**config.mk**
```make
export PLATFORM = sky130hd
export DESIGN_NAME = timebase_counter
export DESIGN_NICKNAME = d
export VERILOG_FILES = /design/src/rtl/timebase_counter.sv
export SDC_FILE = /design/constraint.sdc
export NUM_CORES = 1
export LEC_CHECK = 0
export ABC_CLOCK_PERIOD_IN_PS = 2000
export CAP_MARGIN = 20
export CELL_PAD_IN_SITES_DETAIL_PLACEMENT = 0
export CELL_PAD_IN_SITES_GLOBAL_PLACEMENT = 1
export CORE_ASPECT_RATIO = 1.25
export CORE_MARGIN = 2
export CORE_UTILIZATION = 34
export CTS_BUF_LIST = sky130_fd_sc_hd__clkbuf_4
export DETAILED_ROUTE_END_ITERATION = 10
export PLACE_DENSITY = 0.86
export SLEW_MARGIN = 20
export SYNTH_ARGS = -nofsm -noshare
export SYNTH_HDL_FRONTEND = slang
export SYNTH_SLANG_ARGS = --single-unit
```
**constraint.sdc**
```tcl
create_clock -name clk -period 2 [get_ports clk]
set_input_delay 0.4 -clock clk [delete_from_list [all_inputs] [get_ports clk]]
set_output_delay 0.4 -clock clk [all_outputs]
set_load 0.01 [all_outputs]
```
**src/rtl/timebase_counter.sv**
```systemverilog
// Programmable timebase: prescaler feeding an N-bit up/down counter with
// wrap, saturate and one-shot count modes plus run-time modulus.
module timebase_counter #(
    parameter int N     = 8,
    parameter int PRE_W = 8
) (
    input  logic             clk,
    input  logic             rst,
    input  logic             clr,
    input  logic             en,
    input  logic             start,
    input  logic [1:0]       mode,
    input  logic             dir,
    input  logic             load,
    input  logic [N-1:0]     load_val,
    input  logic [N-1:0]     max_val,
    input  logic [PRE_W-1:0] pre_div,
    output logic [N-1:0]     q,
    output logic             tick,
    output logic             done,
    output logic             running
);

    typedef enum logic {IDLE, RUN} state_t;

    state_t           state;
    logic [PRE_W-1:0] pre_cnt;
    logic             sat;
    logic             active;
    logic             terminal;
    logic             arm;

    always_comb begin
        active = 1'b0;
        case (mode)
            2'd0, 2'd1: active = en;
            2'd2:       active = en && (state == RUN);
            default:    active = 1'b0;
        endcase
        tick    = active && (pre_cnt == pre_div);
        running = active;
        // Up-count uses >= so a max_val lowered below q still terminates.
        terminal = dir ? (q >= max_val) : (q == '0);
        arm      = (mode == 2'd2) && (state == IDLE) && start;
    end

    always_ff @(posedge clk or posedge rst) begin
        if (rst) begin
            q       <= '0;
            pre_cnt <= '0;
            done    <= 1'b0;
            sat     <= 1'b0;
            state   <= IDLE;
        end else if (clr) begin
            q       <= '0;
            pre_cnt <= '0;
            done    <= 1'b0;
            sat     <= 1'b0;
            state   <= IDLE;
        end else begin
            done <= 1'b0;

            if (mode != 2'd2)
                state <= IDLE;
            else if (arm)
                state <= RUN;
            else if ((state == RUN) && tick && terminal)
                state <= IDLE;

            if (load) begin
                q       <= load_val;
                pre_cnt <= '0;
                sat     <= 1'b0;
            end else begin
                if (arm || tick)
                    pre_cnt <= '0;
                else if (active)
                    pre_cnt <= pre_cnt + 1'b1;

                if (tick) begin
                    if (!terminal) begin
                        q   <= dir ? q + 1'b1 : q - 1'b1;
                        sat <= 1'b0;
                    end else begin
                        case (mode)
                            2'd0: begin
                                q    <= dir ? '0 : max_val;
                                done <= 1'b1;
                                sat  <= 1'b0;
                            end
                            // Saturate: report reaching the limit only once.
                            2'd1: begin
                                done <= !sat;
                                sat  <= 1'b1;
                            end
                            default: done <= 1'b1;
                        endcase
                    end
                end
            end
        end
    end

endmodule

```
### After elaboration in Yosys (flattened, before gate mapping)

Cells that the tools add are included.

* equality and inequality tests: 6
* $add $sub $neg: 3
* bitwise gates (word level): 1
* order comparisons: 1
* shift operators: 0
* mux-type cells: 27
* div/mod/pow operators: 0
* $mul: 0
* reduce and logical (&&, ||, !) cells: 16

Operators by type and width (count)
* 8-bit two-way mux: 11
* 8-bit by 1-bit adder with 8-bit output (second input constant): 2
* 1-bit two-way mux: 14
* 8-bit equality test: 1
* 8-bit >= comparator: 1
* 8-bit logical NOT: 1
* 4-bit nonzero test: 2
* 8-bit by 1-bit subtractor with 8-bit output (second input constant): 1
* 1-bit logical AND: 6
* 5-bit by 3-bit inequality test with 1-bit output (second input constant): 1
* 4-bit by 3-bit inequality test with 1-bit output (second input constant): 1
* 1-bit case mux with 2 select lines: 2
* 2-bit AND reduction: 2
* 3-bit nonzero test: 1
* 2-bit by 1-bit equality test with 1-bit output (second input constant): 1
* 2-bit equality test (second input constant): 1
* 2-bit logical NOT: 1
* 2-bit inequality test (second input constant): 1
* 2-bit OR reduction: 1
* 1-bit logical NOT: 1
* 1-bit logical OR: 1
* 1-bit inverter: 1

* input port bits: 33
* flip-flop bits (word level): 19
* memories: 0
* word-level logic and storage cells: 59
* output and inout bits: 11
* RAM bits: 0
* memory bits (read-only): 0
* bits in latches: 0

### Depth between registers and ports, before layout

Gate-level depths: netlist of the first run.

* word-level depth: 10
* depth in mapped cells: 9
* depth with buffers taken out: 8

### Worst setup path before layout of the first run

OpenSTA, ideal clock, no wires.

* path type: in2reg
* start: in dir
* end: reg q[7]
* setup slack: -0.154 ns
* path buffers: 1
* data arrival time: 2.018 ns
* stages: 9
* cells stage by stage: buf_4 > inv_1 > ha_1 > a21o_1 > a21oi_1 > a21oi_1 > mux2_2 > a221oi_1 > o22ai_1

* cells in the longest elaborated chain, start to end: 6
* elaborated cells on any way between the ends: 10

RTL lines
* start, declared: RTL line 13 `input logic dir,`
* 8-bit two-way mux: RTL line 87 `q <= dir ? '0 : max_val;`
* 8-bit two-way mux: RTL line 85 `case (mode)`
* 8-bit two-way mux: RTL line 81 `if (!terminal) begin`
* 8-bit two-way mux: RTL line 80 `if (tick) begin`
* 8-bit two-way mux: RTL line 70 `if (load) begin`
* 8-bit two-way mux: RTL line 54 `end else if (clr) begin`
* end signal, assigned: RTL line 71 `q <= load_val;`
* end signal, assigned: RTL line 82 `q <= dir ? q + 1'b1 : q - 1'b1;`
* end signal, assigned: RTL line 87
* end, declared: RTL line 18 `output logic [N-1:0] q,`

Parallel ways exist; a longest one is shown, timed or not. The select of a mux whose other input is x is not followed.
A chain may end at the register's enable or synchronous reset.

### Worst setup path in the final report of the first run

* start: reg q[4]
* end: reg q[4]

* cells in the longest elaborated chain, start to end: 6
* elaborated cells on any way between the ends: 12

RTL lines (RTL line)
* 8-bit by 1-bit subtractor with 8-bit output (tied with other cells): 82
* 8-bit two-way mux / 1-bit two-way mux (equally long branches): 82, 43
* 8-bit two-way mux: 81
* 8-bit two-way mux: 80
* 8-bit two-way mux: 70
* 8-bit two-way mux: 54

Parallel ways exist; a longest one is shown, timed or not. The select of a mux whose other input is x is not followed.

==> results of run 1 <==
-- flip-flops by register name, summed over array words and instances (netlist names) --
signal / count
sat: 1
q: 8
pre_cnt: 8
done: 1
state: 1
-- what timing repair did --
action	in CTS	in global routing
gates resized for setup	55	18
pin swaps	30	9
hold endpoints to repair	0	0
setup buffers	10	4
endpoints found under the setup margin	13	13
cloned	1	0
-- worst max-delay path, delay by kind of cell (launching register included) --
kind                       cells  cell delay, ns
DFF                            1            0.43
AOI/OAI and AO/OA              6            1.29
buffers and inverters          1            0.17
adders and majority gates      1            0.30
-- final cells by class --
cell class	instances	area, µm²
clock buffers	4	30.0
fillers	416	1940
inverters	18	70.1
multi-input cells	156	1450
flip-flops and latches	19	477
well taps	62	77.6
repair buffers	112	961
-- per-stage QoR --
stage	setup WS [ns]	instance area, µm²	TNS (ns)
after floorplan	-0.0569	1780	-0.110
after global placement	-0.722	2670	-8.00
after detailed placement	-0.760	2670	-8.41
after CTS	-0.209	2960	-0.836
after global routing	-0.323	3060	-2.18
final	-0.258	3060	-1.07
-- path summary, 6_finish.rpt --
path / slack (ns) / endpoint / cells after the start / startpoint
max: -0.26 / q[4]$_DFFE_PP0P_ / 8 / q[4]$_DFFE_PP0P_
min: 0.41 / pre_cnt[3]$_DFFE_PP0P_ / 3 / rst
max reg2reg: -0.26 / q[4]$_DFFE_PP0P_ / 8 / q[4]$_DFFE_PP0P_
min reg2reg: 0.56 / sat$_DFFE_PP0P_ / 2 / sat$_DFFE_PP0P_
max in group asynchronous: 1.36 / q[2]$_DFFE_PP0P_ / 3 / rst
min in group clk: 0.56 / sat$_DFFE_PP0P_ / 2 / sat$_DFFE_PP0P_
-- per-layer routing --
metal  wire, µm  track usage [%]  up-vias
met4        123             6.91        0
met5          0                0        -
met3        205             1.75       11
met2       3100             38.8       52
li1           -                -      941
met1       2320             25.6      939
-- power groups by stage --
stage | registers, mW | clock network, mW | logic [mW]
after floorplan | 0.468 | 0 | 0.368
after global placement | 0.448 | 0 | 0.750
after detailed placement | 0.451 | 0 | 0.760
after CTS | 0.445 | 0.225 | 0.893
after global routing | 0.449 | 0.247 | 1.02
final | 0.447 | 0.216 | 0.945
-- layout by cell type, fill, tap and decap left out, types with 8 or more instances in the layout --
cell type | netlist | final
inv_1 | 18 | 13
dlygate4sd2_1 | 0 | 10
nor2_1 | 22 | 21
buf_4 | 1 | 61
xor2_1 | 13 | 10
nand2_1 | 11 | 8
ha_1 | 15 | 8
buf_6 | 2 | 8
clkdlybuf4s50_1 | 0 | 29
dfrtp_1 | 19 | 18
-- cells by family after synthesis --
| logic type | count (synthesis) |
|---|---|
| AND/OR/NAND/NOR | 65 |
| AO/OA/AOI/OAI | 53 |
| buffers and inverters | 24 |
| XOR/XNOR | 19 |
| flip-flops | 19 |
| adder cells (fa/ha/maj) | 16 |
| multiplexers | 2 |
==> reports/results.ini, run 1 <==
[clocking]
clkSinkCount = 19
cts_buffers = 3
cts_max_path_buffers = 2
ctsHoldBuffers = 0
htreeDepth = 1
cts_tree = built
cts_root_buf = clkbuf_4
clkTransAtPathRegs_ns = 0.11
clk_latency_ns = 0.30

[setup_path]
critPathKind = flop to flop
cp-start-kind = flop
crit_arrival_ns = 2.49
crit_slowest_cell = dfrtp_1
cp_common_cell = a211oi_2
path_max_fanout = 6
crit_chain = ha_1 > o2111a_1 > a211oi_2 > a211oi_2 > buf_4 > a211o_1 > a221o_1 > a21oi_2
endpoint_kind = flop
cp.required_ns = 2.24
max_stage_delay_ns = 0.43

[power_and_ir_drop]
p_seq_share_pct = 27.8
internal_power_mw = 1.02
p_leak_nw = 1.44
power_density_mw_per_mm2 = 525
p_sw_share_pct = 36.4
finalPower_mw = 1.61
clkPwrFrac_pct = 13.4
pwr-share-comb_pct = 58.8
irDropWorstVdd_mv = 0.327
p_switching_uw = 585

[run]
cap_violations = 0

[synth]
synth_edf_count = 0
synth_top_area_cell = dfrtp_1
yosysMostFrequentCell = nor2_1
synth_compound_area_share_pct = 24.2
synth-simple-area-share_pct = 19.6
yosys_warnings = 0
synth_commonest_cells = nor2_1 (22), dfrtp_1 (19), inv_1 (18)
synth_mux_area_share_pct = 1.22
synthAdderAreaFrac_pct = 11.9
synthArstFlopShare_pct = 100
yosysTopAreaCellShare_pct = 27.3
synth_top_family_by_area = compound AO/OA/AOI/OAI gates
synth_area_mm2 = 0.00174
ys_ff_latch = 19
yosysSeqAreaShare_pct = 27.3
synthCells = 198
synth.area.top_cells = dfrtp_1 (27%), ha_1 (11%), xor2_1 (6.5%)
synth-xor-area-share_pct = 9.54
synth.distinct_cells = 51
syn_nets = 247
synth_top_flop_cell = dfrtp_1
syn_avg_cell_area_um2 = 8.81

[timing]
period_needed_ns = 2.26
setup_viol = 11
slew_viol_final = 0
hold_viol_final = 0
worstMarginPinSlew_ns = 0.631
fin_crit_sh_pct = 113
rsz0062_at_grt = true
slew_headroom_pct = 57.4
worst_slack_ns = -0.258
worst_clock_skew_ns = 0.00689
fmax_mhz = 443
holdWs_ns = 0.415

[finish]
fin_util_pct = 61.2
n_antenna_cell = 0
drive_above_1_share_pct = 42.7
fin_nets = 359
stdcell_count = 371
area_growth_pct = 75.6

[routing]
routed_via_density = 5.24
antenna_left = 0
routed-via-count = 1943
post_drt_wl_per_cell_um = 15.5
drt_wl_total_um = 5750
dr.first_iter.drc_count = 80
drc = 0
first_pass_iters = 4

[place]
port_buffers = 43
gp_congestion = 0.907
hpwl_um = 4240
place_inst = 353

[worst_hold_path]
hp-class = primary input to asynchronous set/reset pin

[grt]
grt_pass1_vias = 1986
grt_overflow = 0
grtUsageTotal_pct = 21.4
antenna_found_initial = 0
grt_max_degree = 20
grt_pass1_wl_um = 9320

[floorplanning]
core_mm2 = 0.00501
num_rows = 29
start_util_pct = 34.8
die_w_um = 68.1
io_pins = 44
die_y_um = 84.1
die-area_mm2 = 0.00572

[outcome]
violations = negative setup slack
status = complete, but fails checks

Power figures use the tool's default switching activity.
==> run 2, diff against run 1 <==
--- a/config.mk
+++ b/config.mk
@@ -15,7 +15,7 @@
 export CTS_BUF_LIST = sky130_fd_sc_hd__clkbuf_4
 export DETAILED_ROUTE_END_ITERATION = 10
 export PLACE_DENSITY = 0.86
-export SLEW_MARGIN = 20
+export RECOVER_POWER = 25
 export SYNTH_ARGS = -nofsm -noshare
 export SYNTH_HDL_FRONTEND = slang
 export SYNTH_SLANG_ARGS = --single-unit
==> run 2 against run 1 <==
  * The run still ends with negative setup slack left
  * Fmax unchanged
  * Final area down 0.12%
  * Critical endpoint unchanged
  * Wire length about the same
==> reports/results.ini, run 2 (same netlist as run 1, synthesis figures left out) <==
[outcome]
status = complete, but fails checks
violations = negative setup slack

[clocking]
htreeDepth = 1
clkSinkCount = 19
cts_tree = built
ctsHoldBuffers = 0
cts_root_buf = clkbuf_4
cts_max_path_buffers = 2
cts_buffers = 3
clkTransAtPathRegs_ns = 0.10
clk_latency_ns = 0.30

[grt]
grt_busiest_layer = met2
grt_overflow = 0
grt_pass1_vias = 1986
met2_usage_pct = 38.8
grt_pass1_wl_um = 9320
grt_use_met1_pct = 25.6
grtUsageTotal_pct = 21.4
grt_use_met3_pct = 1.75
grt_max_degree = 20
antenna_found_initial = 0

[finish]
reg_top3 = pre_cnt: 8 flops, q: 8 flops
n_antenna_cell = 0
stdcell_count = 371
final_common_cell = buf_4
fin_util_pct = 61.1
register_area_um2 = 477
multiInputGateArea_mm2 = 0.00145
fill_cells = 416
fin_nets = 359
area_growth_pct = 75.4
drive_above_1_share_pct = 42.4
final_cell_mix = buf_4 (60), clkdlybuf4s50_1 (28), nor2_1 (21)
postLayoutCellArea_mm2 = 0.00306

[floorplanning]
io_pins = 44
die-area_mm2 = 0.00572
die_w_um = 68.1
start_util_pct = 34.8
num_rows = 29
die_y_um = 84.1
core_mm2 = 0.00501

[power_and_ir_drop]
finalPower_mw = 1.61
power_density_mw_per_mm2 = 525
irDropWorstVdd_mv = 0.327
p_leak_nw = 1.44

[setup_path]
r2r_end = q[4]$_DFFE_PP0P_
ff2ff_path_depth = 8
critPathKind = flop to flop
path_max_fanout = 6
crit_arrival_ns = 2.49
rrSetupSlack_ns = -0.26
cp-start-kind = flop
cp.required_ns = 2.24
endpoint_kind = flop
reg2reg_from = q[4]$_DFFE_PP0P_

[timing]
rsz0062_at_grt = true
worst_clock_skew_ns = 0.00684
period_needed_ns = 2.26
setup_tns_ns = -1.07
holdWs_ns = 0.560
slew_viol_final = 0
setup_viol = 11
fin_crit_sh_pct = 113
hold_viol_final = 0
worstMarginPinSlew_ns = 1.10
fmax_mhz = 443
worst_slack_ns = -0.258
slew_headroom_pct = 26.9

[routing]
routed_via_density = 5.24
first_pass_iters = 4
routed-via-count = 1943
dr.first_iter.drc_count = 80
drt_wl_total_um = 5750
post_drt_wl_per_cell_um = 15.5
antenna_left = 0
drc = 0

[worst_hold_path]
hp-class = flop to flop
whs_path_depth = 2
holdPathEnd = sat$_DFFE_PP0P_
hold_start = sat$_DFFE_PP0P_

[place]
dp_slack_ns = -0.760
place_inst = 353
dpl_cell_area_mm2 = 0.00267
gp_congestion = 0.907
hpwl_um = 4240
port_buffers = 43

[run]
cap_violations = 0

## run 2: area by class of cell
type	count	area share [%]
multi-input cells	156	47.3
repair buffers	112	31.3
flip-flops and latches	19	15.6
well taps	62	2.54
inverters	18	2.29
clock buffers	4	0.982
## run 2: how the worst max path moves through the flow
stage	start	to	cells past startpoint
floorplan	dir	q[4]$_DFFE_PP0P_	8
global placement	max_val[6]	q[4]$_DFFE_PP0P_	10
detailed placement	max_val[6]	q[4]$_DFFE_PP0P_	10
CTS	q[4]$_DFFE_PP0P_	q[4]$_DFFE_PP0P_	8
global route	q[4]$_DFFE_PP0P_	q[4]$_DFFE_PP0P_	8
finish	q[4]$_DFFE_PP0P_	q[4]$_DFFE_PP0P_	8
## run 2: metal layers
| layer | vias up | part of all wire [%] |
|---|---|---|
| li1 | 941 | - |
| met1 | 939 | 40 |
| met2 | 52 | 54 |
| met3 | 11 | 3.6 |
| met4 | 0 | 2.1 |
| met5 | - | 0 |
## run 2: timing repair
item	in CTS	in global routing
gates cloned	1	0
pin swaps	30	9
setup buffers	10	4
endpoints found under the setup margin	13	13
gates resized for setup	55	18
## run 2: where the power goes
part | leakage (nW) | internal [mW] | total, mW | switching, mW
combinational | 1.17 | 0.520 | 0.944 | 0.424
clock | 0.0184 | 0.0914 | 0.215 | 0.124
sequential | 0.254 | 0.411 | 0.447 | 0.0363
## run 2: worst max-delay path, cell delays in order (launching register included)
cell	delay [ns]
dfrtp_1	0.43
ha_1	0.30
o2111a_1	0.26
a211oi_2	0.18
a211oi_2	0.09
buf_4	0.17
a211o_1	0.29
a221o_1	0.34
a21oi_2	0.13
